$ cat src/rtl/uart_pkg.sv
// Shared UART definitions: FSM encoding, default line timing, data width.
package uart_pkg;

  typedef enum logic [1:0] {
    IDLE,
    START,
    DATA,
    STOP
  } uart_state_e;

  localparam int unsigned UART_CLK_FREQ  = 50_000_000;
  localparam int unsigned UART_BAUD      = 115200;
  localparam int unsigned UART_DATA_BITS = 8;

  function automatic logic maj3(
    input logic a,
    input logic b,
    input logic c
  );
    return (a & b) | (a & c) | (b & c);
  endfunction

endpackage

$ cat src/rtl/uart_rx_byte_if.sv
// Receive-side bundle: serial line in, parallel byte and status out.
interface uart_rx_byte_if;
  import uart_pkg::*;

  logic                      rx_in;
  logic [UART_DATA_BITS-1:0] rx_data;
  logic                      rx_valid;
  logic                      frame_err;
  logic                      busy;

  modport master (
    input  rx_in,
    output rx_data,
    output rx_valid,
    output frame_err,
    output busy
  );

  modport slave (
    output rx_in,
    input  rx_data,
    input  rx_valid,
    input  frame_err,
    input  busy
  );

endinterface

$ cat src/rtl/uart_rx_sync.sv
// Two-flop synchroniser for the serial line plus a falling-edge detector.
module uart_rx_sync (
  input  logic clk,
  input  logic rst,
  input  logic rx_in,
  output logic rx_sync,
  output logic rx_fall
);

  logic [1:0] sync_q;
  logic       prev_q;

  // Reset to idle-high so release never fakes a start edge.
  always_ff @(posedge clk or posedge rst) begin
    if (rst) begin
      sync_q <= 2'b11;
      prev_q <= 1'b1;
    end else begin
      sync_q <= {sync_q[0], rx_in};
      prev_q <= sync_q[1];
    end
  end

  assign rx_sync = sync_q[1];
  assign rx_fall = prev_q & ~sync_q[1];

endmodule

$ cat src/rtl/uart_rx_byte.sv
// 8N1 UART byte receiver sampling at bit centres.
// Define UART_RX_MAJORITY_EN for 2-of-3 majority sampling.
module uart_rx_byte
  import uart_pkg::*;
#(
  parameter int unsigned CLK_FREQ = UART_CLK_FREQ,
  parameter int unsigned BAUD     = UART_BAUD,
  parameter int unsigned BAUD_DIV = CLK_FREQ / BAUD
) (
  input  logic           clk,
  input  logic           rst,
  uart_rx_byte_if.master rx
);

  localparam int CW = $clog2(BAUD_DIV);
  localparam int IW = $clog2(UART_DATA_BITS);
  localparam int DW = UART_DATA_BITS;

  localparam logic [CW-1:0] HALF = CW'(BAUD_DIV / 2 - 1);
  localparam logic [CW-1:0] LAST = CW'(BAUD_DIV - 1);
  localparam logic [IW-1:0] IMAX = IW'(DW - 1);

  logic rx_sync;
  logic rx_fall;
  logic samp;

  uart_rx_sync u_sync (
    .clk     (clk),
    .rst     (rst),
    .rx_in   (rx.rx_in),
    .rx_sync (rx_sync),
    .rx_fall (rx_fall)
  );

`ifdef UART_RX_MAJORITY_EN
  logic [1:0] hist_q;

  always_ff @(posedge clk or posedge rst) begin
    if (rst) begin
      hist_q <= 2'b11;
    end else begin
      hist_q <= {hist_q[0], rx_sync};
    end
  end

  assign samp = maj3(hist_q[1], hist_q[0], rx_sync);
`else
  assign samp = rx_sync;
`endif

  uart_state_e   state_q;
  logic [CW-1:0] cnt_q;
  logic [CW-1:0] cnt_d;
  logic [IW-1:0] idx_q;
  logic [DW-1:0] shift_q;
  logic [DW-1:0] data_q;
  logic          valid_q;
  logic          err_q;
  logic          busy_q;

  assign cnt_d = (cnt_q == LAST) ? '0 : cnt_q + CW'(1);

  always_ff @(posedge clk or posedge rst) begin
    if (rst) begin
      state_q <= IDLE;
      cnt_q   <= '0;
      idx_q   <= '0;
      shift_q <= '0;
      data_q  <= '0;
      valid_q <= 1'b0;
      err_q   <= 1'b0;
      busy_q  <= 1'b0;
    end else begin
      valid_q <= 1'b0;
      err_q   <= 1'b0;
      unique case (state_q)
        IDLE: begin
          if (rx_fall) begin
            state_q <= START;
            cnt_q   <= '0;
            busy_q  <= 1'b1;
          end
        end
        START: begin
          if (cnt_q == HALF) begin
            cnt_q <= '0;
            idx_q <= '0;
            if (!samp) begin
              state_q <= DATA;
            end else begin
              state_q <= IDLE;
              busy_q  <= 1'b0;
            end
          end else begin
            cnt_q <= cnt_d;
          end
        end
        DATA: begin
          cnt_q <= cnt_d;
          if (cnt_q == LAST) begin
            shift_q <= {samp, shift_q[DW-1:1]};
            idx_q   <= idx_q + IW'(1);
            if (idx_q == IMAX) begin
              state_q <= STOP;
            end
          end
        end
        STOP: begin
          cnt_q <= cnt_d;
          // Leave mid stop bit so a back-to-back start edge is seen.
          if (cnt_q == LAST) begin
            state_q <= IDLE;
            busy_q  <= 1'b0;
            if (samp) begin
              data_q  <= shift_q;
              valid_q <= 1'b1;
            end else begin
              err_q <= 1'b1;
            end
          end
        end
        default: begin
          state_q <= IDLE;
          busy_q  <= 1'b0;
        end
      endcase
    end
  end

  assign rx.rx_data   = data_q;
  assign rx.rx_valid  = valid_q;
  assign rx.frame_err = err_q;
  assign rx.busy      = busy_q;

endmodule

$ cat src/flat_wrapper.sv
// flat-port wrapper written by rule: the top's interface ports become plain ports
module uart_rx_byte_flat import uart_pkg::*;
#(
  parameter int unsigned CLK_FREQ = UART_CLK_FREQ,
  parameter int unsigned BAUD     = UART_BAUD,
  parameter int unsigned BAUD_DIV = CLK_FREQ / BAUD
)
  (clk, rst, rx_rx_in, rx_rx_data, rx_rx_valid, rx_frame_err, rx_busy);
  uart_rx_byte_if rx_i ();
  input  logic clk;
  input  logic rst;
  input wire logic [$bits(rx_i.rx_in)-1:0] rx_rx_in;
  output wire logic [$bits(rx_i.rx_data)-1:0] rx_rx_data;
  output wire logic [$bits(rx_i.rx_valid)-1:0] rx_rx_valid;
  output wire logic [$bits(rx_i.frame_err)-1:0] rx_frame_err;
  output wire logic [$bits(rx_i.busy)-1:0] rx_busy;
  assign rx_i.rx_in = rx_rx_in;
  assign rx_rx_data = rx_i.rx_data;
  assign rx_rx_valid = rx_i.rx_valid;
  assign rx_frame_err = rx_i.frame_err;
  assign rx_busy = rx_i.busy;
  uart_rx_byte #(.CLK_FREQ(CLK_FREQ), .BAUD(BAUD), .BAUD_DIV(BAUD_DIV)) u_core (.clk(clk), .rst(rst), .rx(rx_i));
endmodule
$ cat config.mk
export PLATFORM = sky130hd
export DESIGN_NAME = uart_rx_byte_flat
export DESIGN_NICKNAME = d
export VERILOG_FILES = /design/src/rtl/uart_pkg.sv /design/src/rtl/uart_rx_byte_if.sv /design/src/rtl/uart_rx_sync.sv /design/src/rtl/uart_rx_byte.sv /design/src/flat_wrapper.sv
export SDC_FILE = /design/constraint.sdc
export NUM_CORES = 1
export LEC_CHECK = 0
export CAP_MARGIN = 15
export CELL_PAD_IN_SITES_DETAIL_PLACEMENT = 0
export CELL_PAD_IN_SITES_GLOBAL_PLACEMENT = 1
export CORE_ASPECT_RATIO = 0.8
export CORE_MARGIN = 1
export CORE_UTILIZATION = 49
export DETAILED_ROUTE_END_ITERATION = 7
export PLACE_DENSITY_LB_ADDON = 0.1
export SLEW_MARGIN = 20
export SYNTH_ARGS = -nofsm -noshare
export SYNTH_HDL_FRONTEND = slang
export SYNTH_SLANG_ARGS = --single-unit
$ cat constraint.sdc
create_clock -name clk -period 3.8 [get_ports clk]
set_input_delay 0.38 -clock clk [delete_from_list [all_inputs] [get_ports clk]]
set_output_delay 0.38 -clock clk [all_outputs]
set_load 0.02 [all_outputs]
==> impl_metrics.json <==
{
  "synth_largest_area_cell": "dfrtp_1",
  "holdWs_ns": 0.357,
  "yosys-top-cells-area": "dfrtp_1 (49%), mux2_2 (11%), dfstp_2 (4.7%), ha_1 (3.7%), a31oi_1 (3.4%)",
  "cp-end-kind": "flop",
  "irDropWorstVdd_v": 0.000296,
  "crit_start": "u_core.cnt_q[0]$_DFFE_PP0P_",
  "synthCells": 146,
  "holdBufCountCts": 0,
  "synthSimpleGateAreaFrac": 0.171,
  "path_clk_slew_ns": 0.07,
  "holdCritPathClass": "reg -> reg",
  "wire_per_inst_um": 14.9,
  "viasPerCell": 5.84,
  "critPathTopFamily": "simple AND/OR/NAND/NOR gates",
  "synth-seq-cells": 36,
  "slew_headroom": 0.684,
  "dieArea_um2": 3670,
  "critPathBufInv": 0,
  "reg2reg_depth": 5,
  "h-tree-depth": 2,
  "rsz0062_at_grt": "false",
  "muxShareOfSynthArea": 0.114,
  "outcome": "finished clean",
  "syn_to_final_growth_pct": 16.5,
  "firstDrtPassIters": 4,
  "synth.distinct_cells": 37,
  "grt_max_degree": 37,
  "syn_nets": 154,
  "ctsResizeCount": 0,
  "finalHoldViolCount": 0,
  "tightest_slew_ns": 0.473,
  "fin_worst_skew_ns": 0.00511,
  "num_rows": 18,
  "yosys_warnings": 0,
  "synth_xor_area_frac": 0.0104,
  "final_net_count": 171,
  "drv_cap": 0,
  "synth_compound_area_frac": 0.103,
  "crit_path_start_kind": "flop",
  "total_power_mw": 0.984,
  "slowest_delay_ns": 0.51,
  "yosys_most_used_dff": "dfrtp_1",
  "ys_seq_area_frac": 0.538,
  "grt_pass1_wl_mm": 4.91,
  "start_util": 0.529,
  "portBuffers": 13,
  "drc_errors": 0,
  "fin_util": 0.617,
  "worstPathRequired_ns": 4.01,
  "final_cell_mix": "dfrtp_1 (33), mux2_2 (17), nand2_1 (13), clkdlybuf4s50_1 (13)",
  "gr-total-overflow": 0,
  "grtUsageTotal": 0.188,
  "post-cts-setup-buffers": 0,
  "avgSynthCellArea_um2": 11.5,
  "antennaDiodeCount": 0,
  "place_hpwl_mm": 2.16,
  "syn_area_um2": 1680,
  "critPathSlowestCell": "or4_1",
  "clock_latency_ns": 0.28,
  "power_density_nw_per_um2": 503,
  "ios": 14,
  "synth_top_family_by_area": "simple AND/OR/NAND/NOR gates",
  "drt_iter0_markers": 92,
  "grt_pass1_vias": 1073,
  "drive_above_1_share": 0.220,
  "antenna_found_initial": 0,
  "yosysTopAreaCellShare": 0.491,
  "slew_violations": 0,
  "cts-root-buf": "clkbuf_8",
  "max_freq_ghz": 0.525,
  "numCtsBuffers": 5,
  "wirelength_mm": 3.05,
  "r2r-start": "u_core.cnt_q[0]$_DFFE_PP0P_",
  "synth-edff-count": 0,
  "path_max_fanout": 8,
  "r2r_slack_ns": 1.90,
  "vias": 1191,
  "cts_tree": "yes",
  "clock-sinks": 36,
  "die_w_um": 67.5,
  "core_area_um2": 3180,
  "crit_type": "reg -> reg",
  "crit_end": "u_core.cnt_q[8]$_DFFE_PP0P_",
  "cts_buffer_depth": 2,
  "setup_viol": 0,
  "layout_commonest_cell": "dfrtp_1",
  "min_period_over_period": 0.501,
  "ant_nets": 0,
  "p_leak_nw": 0.874,
  "period_needed_ns": 1.90,
  "r2r_end": "u_core.cnt_q[8]$_DFFE_PP0P_",
  "crit_chain": "ha_1 -> and4_1 -> and2_4 -> or4_1 -> a31oi_1",
  "fill_cells": 269,
  "die_y_um": 54.4,
  "cp.depth": 5,
  "async_flop_share": 1.00,
  "synth-adder-area-share": 0.0372,
  "arrival_ns": 2.11,
  "fin_setup_tns_ns": 0,
  "gp_congestion": 0.834
}
synthesized netlist by cell type (2+ instances only):
cell type,instances
a21oi_1,4
a31oi_1,9
buf_2,2
dfrtp_1,33
dfstp_2,3
ha_1,5
inv_1,6
mux2_2,17
nand2_1,13
nand3_1,9
nor2_1,6
nor3_1,5
o21ai_0,8
or3_1,2
xor2_1,2
metrics by stage:
| stage | area, µm² | instances | setup WS [ns] |
|---|---|---|---|
| 3_5_place_dp | 1850 | 196 | 1.90 |
| 4_1_cts | 1960 | 204 | 1.90 |
| 2_1_floorplan | 1680 | 146 | 2.02 |
| 6_report | 1960 | 204 | 1.90 |
| 5_1_grt | 1960 | 204 | 1.77 |
| 3_3_place_gp | 1850 | 196 | 1.96 |
per-layer routing:
layer / routed length, µm / track usage
met4: 17 / 0.0638
met1: 1550 / 0.270
met2: 1330 / 0.269
met3: 154 / 0.0563
met5: 0 / 0
registers in the layout, summed over array words and instances (netlist names), 2 cells and up, named ones only:
name                  count
u_core.cnt_q              9
u_core.rx.rx_data         8
u_core.shift_q            8
u_core.idx_q              3
u_core.u_sync.sync_q      2
worst min-delay path by stage:
stage,startpoint,to,slack (ns),cells past startpoint
after floorplan,u_core.u_sync.sync_q[0]$_DFF_PP1_,u_core.u_sync.sync_q[1]$_DFF_PP1_,0.35,0
after global placement,u_core.u_sync.sync_q[0]$_DFF_PP1_,u_core.u_sync.sync_q[1]$_DFF_PP1_,0.35,0
after detailed placement,u_core.u_sync.sync_q[0]$_DFF_PP1_,u_core.u_sync.sync_q[1]$_DFF_PP1_,0.35,0
after CTS,u_core.u_sync.sync_q[0]$_DFF_PP1_,u_core.u_sync.sync_q[1]$_DFF_PP1_,0.36,0
after global routing,u_core.u_sync.sync_q[0]$_DFF_PP1_,u_core.u_sync.sync_q[1]$_DFF_PP1_,0.36,0
final,u_core.u_sync.sync_q[0]$_DFF_PP1_,u_core.u_sync.sync_q[1]$_DFF_PP1_,0.36,0
worst reg2reg max path: cells and delay by family (launching register included):
kind                     cells  cell delay [ns]
AND/OR/NAND/NOR              3             0.96
flip-flops                   1             0.48
adder cells (fa/ha/maj)      1             0.24
AO/OA/AOI/OAI                1             0.17
layout make-up:
type,instances,area (µm²),share of cell area
clock buffers,5,68.8,0.0351
clock inverters,3,42.5,0.0217
inverters,6,22.5,0.0115
multi-input cells,100,732,0.374
flip-flops and latches,36,905,0.462
well taps,40,50.0,0.0256
repair buffers,14,138,0.0703
power breakdown:
part	total (mW)	switching, mW	leakage [nW]	internal, mW
Sequential	0.507	0.0830	0.472	0.424
Clock	0.331	0.137	0.0541	0.194
Combinational	0.146	0.0827	0.349	0.0635
cells by family after synthesis:
logic type / after synthesis
AO/OA/AOI/OAI: 28
flip-flops: 36
AND/OR/NAND/NOR: 48
buffers and inverters: 10
adder cells (fa/ha/maj): 5
multiplexers: 17
XOR/XNOR: 2
No activity file was read; power rests on OpenSTA's default activity.
